==> src/rtl/prog_loader.sv <==
// Program-memory loader: assembles a big-endian byte stream into 32-bit words,
// writes them sequentially and holds the CPU in reset until a good checksum.
module prog_loader #(
    parameter int ADDR_W = 5,
    parameter int DEPTH  = 32
) (
    input  logic              CLK,
    input  logic              RST_N,
    input  logic              START,
    input  logic [ADDR_W:0]   LEN,
    input  logic [7:0]        BYTE_IN,
    input  logic              BYTE_VALID,
    output logic              BYTE_READY,
    output logic [ADDR_W-1:0] MEM_ADDR,
    output logic [31:0]       MEM_DATA,
    output logic              MEM_WE,
    output logic              CPU_RST,
    output logic              BUSY,
    output logic              DONE,
    output logic              ERR
);

    typedef enum logic [2:0] {
        IDLE,
        RECV,
        WRITE,
        CSUM,
        FIN
    } state_t;

    state_t            state, state_n;
    logic [ADDR_W-1:0] idx, idx_n;
    logic [ADDR_W-1:0] last, last_n;
    logic [1:0]        cnt, cnt_n;
    logic [7:0]        sum, sum_n;
    logic [31:0]       shift, shift_n;
    logic              err_n;
    logic              take;
    logic              busy_n;
    logic [7:0]        csum;
    logic [ADDR_W:0]   len_m1;

    assign take   = BYTE_VALID && BYTE_READY;
    assign csum   = sum + BYTE_IN;
    assign len_m1 = LEN - 1'b1;
    assign busy_n = (state_n == RECV) || (state_n == WRITE) || (state_n == CSUM);

    always_comb begin
        state_n = state;
        idx_n   = idx;
        last_n  = last;
        cnt_n   = cnt;
        sum_n   = sum;
        shift_n = shift;
        err_n   = ERR;
        unique case (state)
            IDLE: begin
                if (START) begin
                    state_n = RECV;
                    idx_n   = '0;
                    cnt_n   = '0;
                    sum_n   = '0;
                    err_n   = 1'b0;
                    // Zero or oversize lengths mean a full-memory load.
                    if (LEN == '0 || LEN > (ADDR_W+1)'(DEPTH))
                        last_n = ADDR_W'(DEPTH - 1);
                    else
                        last_n = len_m1[ADDR_W-1:0];
                end
            end
            RECV: begin
                if (take) begin
                    shift_n = {shift[23:0], BYTE_IN};
                    sum_n   = csum;
                    cnt_n   = cnt + 2'd1;
                    if (cnt == 2'd3)
                        state_n = WRITE;
                end
            end
            WRITE: begin
                if (idx == last) begin
                    state_n = CSUM;
                end else begin
                    idx_n   = idx + 1'b1;
                    state_n = RECV;
                end
            end
            CSUM: begin
                if (take) begin
                    err_n   = (csum != 8'd0);
                    state_n = FIN;
                end
            end
            FIN: state_n = IDLE;
            default: state_n = IDLE;
        endcase
    end

    always_ff @(posedge CLK or negedge RST_N) begin
        if (!RST_N) begin
            state      <= IDLE;
            idx        <= '0;
            last       <= '0;
            cnt        <= '0;
            sum        <= '0;
            shift      <= '0;
            BYTE_READY <= 1'b0;
            MEM_ADDR   <= '0;
            MEM_DATA   <= '0;
            MEM_WE     <= 1'b0;
            CPU_RST    <= 1'b1;
            BUSY       <= 1'b0;
            DONE       <= 1'b0;
            ERR        <= 1'b0;
        end else begin
            state      <= state_n;
            idx        <= idx_n;
            last       <= last_n;
            cnt        <= cnt_n;
            sum        <= sum_n;
            shift      <= shift_n;
            BYTE_READY <= (state_n == RECV) || (state_n == CSUM);
            MEM_WE     <= (state_n == WRITE);
            if (state_n == WRITE) begin
                MEM_ADDR <= idx_n;
                MEM_DATA <= shift_n;
            end
            BUSY       <= busy_n;
            DONE       <= (state_n == FIN);
            ERR        <= err_n;
            CPU_RST    <= busy_n ? 1'b1 : err_n;
        end
    end

endmodule

==> config.mk <==
export PLATFORM = sky130hd
export DESIGN_NAME = prog_loader
export DESIGN_NICKNAME = d
export VERILOG_FILES = /design/src/rtl/prog_loader.sv
export SDC_FILE = /design/constraint.sdc
export NUM_CORES = 1
export LEC_CHECK = 0
export CAP_MARGIN = 0
export CORE_AREA = 2 2 122 124
export CTS_CLUSTER_SIZE = 20
export DETAILED_ROUTE_END_ITERATION = 8
export DIE_AREA = 0 0 124 126
export HOLD_SLACK_MARGIN = 0.02
export MAX_ROUTING_LAYER = met4
export PLACE_DENSITY_LB_ADDON = 0.12
export SETUP_SLACK_MARGIN = 0.4
export SYNTH_ARGS = -nofsm -noshare
export SYNTH_HDL_FRONTEND = slang
export SYNTH_SLANG_ARGS = --single-unit
==> constraint.sdc <==
create_clock -name CLK -period 1.8 [get_ports CLK]
set_input_delay 0.36 -clock CLK [delete_from_list [all_inputs] [get_ports CLK]]
set_output_delay 0.36 -clock CLK [all_outputs]
set_load 0.005 [all_outputs]
==> metrics.md, run 1 <==
| Metric | Value |
|---|---|
| Post-synthesis sequential area ratio | `58.1%` |
| Core ar. | `0.0143 sq mm` |
| Setup TNS | `-0.767 ns` |
| Hold WC Path Type | `in -> reg` |
| Synth top area share | `57.4%` |
| RSZ-0062 raised after global routing | `yes` |
| Initial Util | `29.5%` |
| Post-DR vias/cell | `4.56` |
| Die area | `0.0156 sq mm` |
| Fmax | `487 MHz` |
| Hold_sp | `BYTE_IN[0]` |
| Failing checks | `negative setup slack` |
| Most instantiated library cell after synthesis | `nand2_1` |
| I/O pin cnt | `61` |
| Initial antenna violation count | `0` |
| GP Congestion | `0.835` |
| Area Growth Syn to Fin | `74.3%` |
| Register area | `0.00246 sq mm` |
| Mean Syn Cell Area | `10.8 sq um` |
| Crit path launch type | `flop` |
| Drt first-iter violations | `130` |
| Drc violations | `0` |
| Worst-skew pair later-pin latency | `0.35 ns` |
| TritonCTS Sinks | `98` |
| H-tree depth | `3` |
| Cell Area, Synth | `0.00423 sq mm` |
| Worst reg-to-reg path cell count | `8` |
| WP data required | `2.01 ns` |
| TritonCTS Buffers | `9` |
| Largest net degree at the start of global routing | `63` |
| Synth top area cells | `dfrtp_1 57%, nand2_1 11%, mux2_2 9.1%` |
| Fin crit period | `2.05 ns` |
| Vias in the first global route | `3600` |
| Final setup fails | `5` |
| N_diodes | `0` |
| Share of cells above drive strength 1 | `49.9%` |
| Routed length on met1 | `5.34 mm` |
| Hold slack | `0.411 ns` |
| Leak | `3.52 nW` |
| R2r startpoint | `sum[0]` |
| Post-Route WL | `11.3 mm` |
| Synth Flop Type | `dfrtp_1` |
| Yosys warnings | `0` |
| Type of the worst setup path | `reg -> reg` |
| Final ANT Viol Nets | `0` |
| Via count | `3409` |
| Relative slew margins | `76.5%` |
| DRT Pass-1 Iters | `4` |
| Depth of the worst hold-timing path | `3` |
| Met2 WL | `5.55 mm` |
| Max FO, Critical Path | `3` |
| Launch point of the worst path | `sum[0]` |
| Total of max-cap violations | `0` |
| Crit. End Element | `flop` |
| Site row count | `44` |
| Multi-input gate area | `0.00245 sq mm` |
| Gr ovfl total | `0` |
| Status | `finished, violations left` |
| FF+latch count, synth | `98` |
| DP Wirelength | `6.83 mm` |
| Number of fill cells | `1291` |
| Final cycle utilization of the critical path | `114%` |
| Share of flip-flops with an asynchronous set or reset | `100%` |
| Synth Instances | `393` |
| Hold Violations, Final | `0` |
| Max Slew Vio Count | `0` |
| Die height | `126 um` |
| First-pass GRT wire length | `18.8 mm` |
| Worst-case clock skew | `0.00592 ns` |
| Final #Nets | `588` |
| Arrival time worst endpoint | `2.26 ns` |
| Max VDD drop | `0.738 mV` |
| Cell accounting for the most synthesized area | `dfrtp_1` |
| Power Density | `1710 mW/mm^2` |
| Least-Margin Pin Slew | `0.350 ns` |
| CTS root buf | `clkbuf_16` |
| GRT Overall Usage | `16.1%` |
| Chip width | `124 um` |
| FF-to-FF End | `ERR` |
| Met3 Wirelength | `288 um` |
| EDFF count, synth | `0` |
| Top routing layer used | `met4` |
| Hold EP | `shift[0]` |
| Deepest clock path buffer count | `2` |
| Reg clk slew, reported paths | `0.07 ns` |
| PnR worst setup slack | `-0.253 ns` |
| R2R Setup Slk | `-0.25 ns` |
| Synth unique cells | `39` |
| Input/output buffers | `60` |
| Top cells by count, synth | `119 x nand2_1, 97 x dfrtp_1, 34 x mux2_2` |
| Syn_nets | `423` |
| CTS tree | `yes` |
| Routed length per instance | `15.2 um` |
[sequential cells by signal, summed over array words and instances, names as in the netlist]
| name | count |
|---|---|
| cnt | 2 |
| MEM_DATA | 32 |
| state | 3 |
| ERR | 1 |
| shift | 32 |
| BUSY | 1 |
| last | 5 |
| DONE | 1 |
| sum | 8 |
| MEM_WE | 1 |
| BYTE_READY | 1 |
| MEM_ADDR | 5 |
| idx | 5 |
| CPU_RST | 1 |
[through the flow]
stage | instances | total power, mW | util, % | area, sq um | setup slack, ns
after floorplan | 393 | 6.05 | - | 4420 | 0.00212
after detailed placement | 661 | 7.85 | 38.5 | 5510 | -0.669
final | 747 | 12.6 | 51.5 | 7370 | -0.253
after CTS | 741 | 12.1 | 49.2 | 7050 | -0.223
after global routing | 747 | 13.4 | 51.5 | 7370 | -0.314
after global placement | 661 | 7.80 | 38.5 | 5510 | -0.606
[worst max-delay path: stages, from the launching register on]
cell and delay (ns):
dfrtp_1 0.39, ha_2 0.21, buf_4 0.14, buf_6 0.11
a211oi_4 0.29, o31ai_4 0.09, o31ai_2 0.34, xnor2_2 0.19
a41oi_1 0.16
[logic make-up after synthesis]
group / after synthesis / share of synthesized area [%]
AND/OR/NAND/NOR: 170 / 16.6
XOR/XNOR: 17 / 3.52
AO/OA/AOI/OAI: 37 / 5.24
buffers and inverters: 23 / 3.29
multiplexers: 36 / 9.53
flip-flops: 98 / 58.1
adder cells (fa/ha/maj): 12 / 3.73
[area by class of cell]
type | instances | share of cell area, %
clock buffer | 10 | 3.24
clock inverter | 6 | 1.53
inverter | 8 | 0.510
multi-input combinational | 272 | 33.3
sequential | 98 | 33.4
tap | 184 | 3.13
timing repair buffer | 169 | 24.9
[where the power goes]
part           internal [mW]  switching [mW]
Combinational           3.70            2.71
Sequential              3.16           0.767
Clock                   1.40           0.849
[per-layer routing]
metal	global-route usage (%)	up-vias
met4	5.49	0
met2	24.8	54
li1	-	1654
met3	2.81	13
met1	21.6	1688
met5	-	-
[cell usage in the layout, fill, tap and decap left out, drive strengths merged]
cell           Yosys  final
clkdlybuf4s50      0     11
bufinv             0      3
dfstp              1      1
a21oi             12     12
nand2            120    120
inv                8      9
o21ai             11     11
ha                11     11
nor2b              1      1
nor2              22     22
clkbuf             2     11
dfrtp             97     97
nand3             14     14
clkdlybuf4s15      0     12
o211ai             1      1
o31ai              2      2
mux2              34     34
dlygate4sd3        0      1
buf               13    109
xor2               6      6
nor3               7      7
clkinv             0      2
nand2b             2      2
nand4b             1      1
mux2i              2      2
o21bai             1      1
a41oi              2      2
and3               2      2
o2111ai            2      2
nor4b              1      1
dlygate4sd2        0     35
xnor2             11     11
a211oi             3      3
fa                 1      1
a31oi              1      1
o22ai              2      2
[how the worst max path moves through the flow]
stage,endpoint,slack [ns],depth (start not counted)
after floorplan,ERR,0.002,7
after global placement,ERR,-0.61,8
after detailed placement,ERR,-0.67,7
after CTS,ERR,-0.22,7
after global routing,ERR,-0.31,7
final,ERR,-0.25,8
[repair_timing]
| item | CTS | global route |
|---|---|---|
| hold buffers | 1 | 0 |
| pin swaps | 82 | 28 |
| resized for setup | 215 | 61 |
| hold endpoints to repair | 36 | 0 |
| setup buffers | 55 | 5 |
| gates cloned | 8 | 1 |
| setup endpoints to repair | 110 | 82 |
No activity file was read; power rests on OpenSTA's default activity.
==> inputs of run 2 (changes only) <==
--- a/config.mk
+++ b/config.mk
@@ -6,10 +6,11 @@
 export NUM_CORES = 1
 export LEC_CHECK = 0
 export CAP_MARGIN = 0
-export CORE_AREA = 2 2 122 124
+export CORE_AREA = 2 2 95 97
+export CTS_BUF_LIST = sky130_fd_sc_hd__clkbuf_4
 export CTS_CLUSTER_SIZE = 20
 export DETAILED_ROUTE_END_ITERATION = 8
-export DIE_AREA = 0 0 124 126
+export DIE_AREA = 0 0 97 99
 export HOLD_SLACK_MARGIN = 0.02
 export MAX_ROUTING_LAYER = met4
 export PLACE_DENSITY_LB_ADDON = 0.12
==> run 2 against run 1 <==
The run still ends with negative setup slack left. Critical endpoint unchanged. Via count decreased by 1.1%. Count of clock-buffer cells in the layout decreased by 1. Register-to-register slack about the same. Combinational power decreased by 11%. Flip-flop and latch count unchanged. Cell count decreased by 14%. Sequential power about the same. Fmax decreased by 0.22%. Largest power group unchanged. Sequential share of layout area increased by 4.4 points.
==> metrics.md, run 2 (same netlist as run 1, synthesis figures left out) <==
| Metric | Value |
|---|---|
| Core ar. | `0.00855 sq mm` |
| Type of the worst setup path | `reg -> reg` |
| TritonCTS Buffers | `9` |
| First-pass GRT wire length | `15.8 mm` |
| Worst-case clock skew | `0.0322 ns` |
| Total of max-cap violations | `0` |
| Initial antenna violation count | `0` |
| Site row count | `34` |
| R2r startpoint | `sum[0]` |
| Gr ovfl total | `0` |
| Area Growth Syn to Fin | `53.8%` |
| DRT Pass-1 Iters | `5` |
| N_diodes | `0` |
| I/O pin cnt | `61` |
| Commonest non-fill, non-tap cell in the layout | `dfrtp_1` |
| FF-to-FF End | `ERR` |
| Post-DR vias/cell | `5.23` |
| Crit. End Element | `flop` |
| Post-Route WL | `11.1 mm` |
| CTS root buf | `clkbuf_4` |
| GRT Overall Usage | `21.0%` |
| DP Area | `0.00538 sq mm` |
| WP data required | `2.11 ns` |
| Hold WC Path Type | `in -> async` |
| Max VDD drop | `0.924 mV` |
| Post-route cell area | `0.00650 sq mm` |
| CTS tree | `yes` |
| Power Density | `1650 mW/mm^2` |
| Hold Violations, Final | `0` |
| Final cycle utilization of the critical path | `114%` |
| Least-Margin Pin Slew | `0.383 ns` |
| TritonCTS Sinks | `98` |
| Via count | `3371` |
| Final ANT Viol Nets | `0` |
| Routed length per instance | `17.2 um` |
| Die area | `0.00960 sq mm` |
| Fmax | `486 MHz` |
| DP Wirelength | `6.42 mm` |
| Worst-skew pair later-pin latency | `0.44 ns` |
| Die height | `99 um` |
| Drt first-iter violations | `111` |
| R2R Setup Slk | `-0.26 ns` |
| Relative slew margins | `74.3%` |
| Leak | `3.18 nW` |
| Pwr Total | `10.7 mW` |
| Status | `finished, violations left` |
| Share of cells above drive strength 1 | `58.2%` |
| Max Slew Vio Count | `0` |
| Final #Nets | `562` |
| PnR worst setup slack | `-0.258 ns` |
| Largest net degree at the start of global routing | `44` |
| Reg clk slew, reported paths | `0.17 ns` |
| Final setup fails | `4` |
| Top flop regs | `MEM_DATA x32, shift x32, sum x8` |
| Vias in the first global route | `3281` |
| Most frequent cells in the layout | `93 x dfrtp_1, 59 x buf_4, 47 x nand2_2, 38 x nand2_1, 37 x buf_2` |
| Failing checks | `negative setup slack` |
| Arrival time worst endpoint | `2.37 ns` |
| Chip width | `97 um` |
| Drc violations | `0` |
| Deepest clock path buffer count | `2` |
| Crit path launch type | `flop` |
| GP Congestion | `0.885` |
| Setup Slack @ Placement | `-0.747 ns` |
| Worst reg-to-reg path cell count | `8` |
| Max FO, Critical Path | `3` |
| Setup TNS | `-0.764 ns` |
| Input/output buffers | `60` |
| Initial Util | `49.4%` |
| Fin crit period | `2.06 ns` |
| RSZ-0062 raised after global routing | `yes` |
| H-tree depth | `3` |
==> run 2: changes by cell type in the layout (fill, tap and decap cells not counted), moves of 5 or more <==
cell and change:
clkdlybuf4s15_1 -12, clkbuf_4 +9, nand2_2 +22, dlygate4sd2_1 -34, nand2_1 -18, buf_6 -21
buf_12 -5, clkbuf_2 +6, buf_2 +36, buf_16 -8
==> run 2: final cells by class <==
type | count | area (sq um)
Tap cell | 108 | 135
Inverter | 8 | 42.5
Sequential cell | 98 | 2460
Clock buffer | 9 | 67.6
Multi-Input combinational cell | 272 | 2490
Fill cell | 564 | 2050
Timing Repair Buffer | 143 | 1250
Clock inverter | 6 | 50.0
==> run 2: worst max-delay path by stage <==
stage               start      end  slack, ns  depth (start not counted)
2_1_floorplan      sum[0]      ERR      0.002                          7
3_3_place_gp   BYTE_IN[1]      ERR      -0.59                          7
3_5_place_dp   BYTE_IN[0]      ERR      -0.75                          8
4_1_cts            sum[0]      ERR      -0.26                          7
5_1_grt            sum[0]  CPU_RST      -0.30                          8
6_report           sum[0]      ERR      -0.26                          8
==> run 2: where the power goes <==
| group | total (mW) | switching [mW] | leakage, nW | internal (mW) |
|---|---|---|---|---|
| sequential | 3.94 | 0.798 | 1.23 | 3.14 |
| combinational | 5.70 | 2.68 | 1.90 | 3.02 |
| clock | 1.06 | 0.771 | 0.0526 | 0.290 |
| total | 10.7 | 4.25 | 3.18 | 6.45 |
==> run 2: what timing repair did <==
| action | 4_1_cts | 5_1_grt |
|---|---|---|
| buffers inserted | 22 | 16 |
| resized for setup | 173 | 193 |
| endpoints found under the setup margin | 124 | 107 |
| endpoints found under the hold margin | 24 | 0 |
| hold buffers | 1 | 0 |
| pin swaps | 14 | 86 |
| cloned | 0 | 7 |
==> run 2: per-stage QoR <==
step | instances | hold WS, ns | util (%)
finish | 644 | 0.362 | 76.0
floorplan | 393 | 0.0644 | -
global placement | 583 | 0.313 | 62.9
global route | 644 | 0.376 | 76.0
detailed placement | 583 | 0.309 | 62.9
CTS | 621 | 0.367 | 64.8
==> run 2: critical path: stages (launching register included) <==
cell	delay, ns
dfrtp_1	0.42
ha_2	0.19
fa_2	0.37
a211oi_4	0.27
o21bai_1	0.10
a21oi_1	0.18
xor2_1	0.18
buf_4	0.15
a41oi_2	0.09
==> run 2: routing by layer <==
layer / GRT usage, % / share of wire, % / vias to the layer above
met4: 5.53 / 1.1 / 0
met2: 32.6 / 52 / 81
met1: 29.3 / 43 / 1691
met3: 3.26 / 3.4 / 13
li1: - / - / 1586
met5: - / 0 / -
==> variant, RTL diff (config.mk and constraints of run 2) <==
Set the parameter `ADDR_W` to 7 (it was 5).
--- a/src/rtl/prog_loader.sv
+++ b/src/rtl/prog_loader.sv
@@ -1,7 +1,7 @@
 // Program-memory loader: assembles a big-endian byte stream into 32-bit words,
 // writes them sequentially and holds the CPU in reset until a good checksum.
 module prog_loader #(
-    parameter int ADDR_W = 5,
+    parameter int ADDR_W = 7,
     parameter int DEPTH  = 32
 ) (
     input  logic              CLK,
Ports: changed (resized LEN and MEM_ADDR); port bits go from 61 to 65. The function was not compared with the original's and may differ.
==> variant against run 2 <==
The flow now stops in 5_1_grt; synthesized area increased by 10%.
==> variant: results (changes against run 2) <==
placement:
  portBuffers: 64  # +6.7%
  dp_cells: 643  # +10%
  post-place-ws_ns: -0.661  # +0.0868 ns
  hpwl_mm: 7.46  # +16%
  gp_congestion: 0.849  # -4.1%
clock_network:
  clockRootBuffer: "clkbuf_4"
  cts.path.max_buffers: 2  # unchanged
  htree_levels: 3  # unchanged
  cts_buffers: 9  # unchanged
logic_synthesis:
  syn_nets: 462  # +9.2%
  synth_area_leaders: "dfrtp_1 55%, nand2_1 9.7%, mux2_1 5.6%"
  ys_types: 54  # +38%
  synth_flop_cell: "dfrtp_1"
  synth_area_per_cell_um2: 10.8  # +0.78%
  synth-warning-count: 0  # unchanged
  synthTopCellsByCount: "120 x nand2_1, 103 x dfrtp_1, 23 x mux2_1, 18 x o21ai_0, 16 x nor2_1"
  ys_ff_latch: 104  # +6.1%
  ys_async_sr_fraction: 1.00  # unchanged
  synth-seq-area-share: 0.559  # -0.0219
status:
  failed_stage: "5_1_grt"
  status: "aborted with a tool error"
  stop_error: "[ERROR GRT-0232] Routing congestion too high. Check the congestion heatmap in the GUI."
grt:
  antenna_found_initial: 1
  grt_start_max_net_pins: 37
  overflow: 246
  grt_usage: 0.851
sta:
  worstEpCategory: "sequential cell input"
  grt-worst-endpoint: "ERR$_DFF_PN0_/D"
-- variant: cell types whose count changed after synthesis, moves of 3 or more --
cell / change
o21ai_0: +8
buf_4: -3
dfrtp_1: +6
mux2_2: -23
mux2_1: +23
nand2_2: +3
nor2_1: -5
buf_2: +3
-- variant: kinds of logic after synthesis --
kind of cell / share of synthesized area
flops: 0.559
compound gates: 0.0618
fa+ha+maj: 0.0338
buf+inv: 0.0303
mux: 0.0918
xor+xnor: 0.0338
simple gates: 0.190
-- variant: repair_timing --
action                     CTS
hold endpoints to repair    20
cloned                      10
setup endpoints to repair  144
buffers inserted            61
hold buffers                 1
gates resized for setup    410
pin swaps                   87
-- variant: per-layer routing --
layer,global-route usage,overflow
met5,-,-
met4,0.921,88
met3,0.596,0
met2,1.03,158
met1,0.831,0
-- variant: per-stage QoR --
stage | setup TNS, ns | area, um2
floorplan | -0.0634 | 4920
global placement | -12.86 | 6060
detailed placement | -14.79 | 6060
CTS | -0.308 | 7450
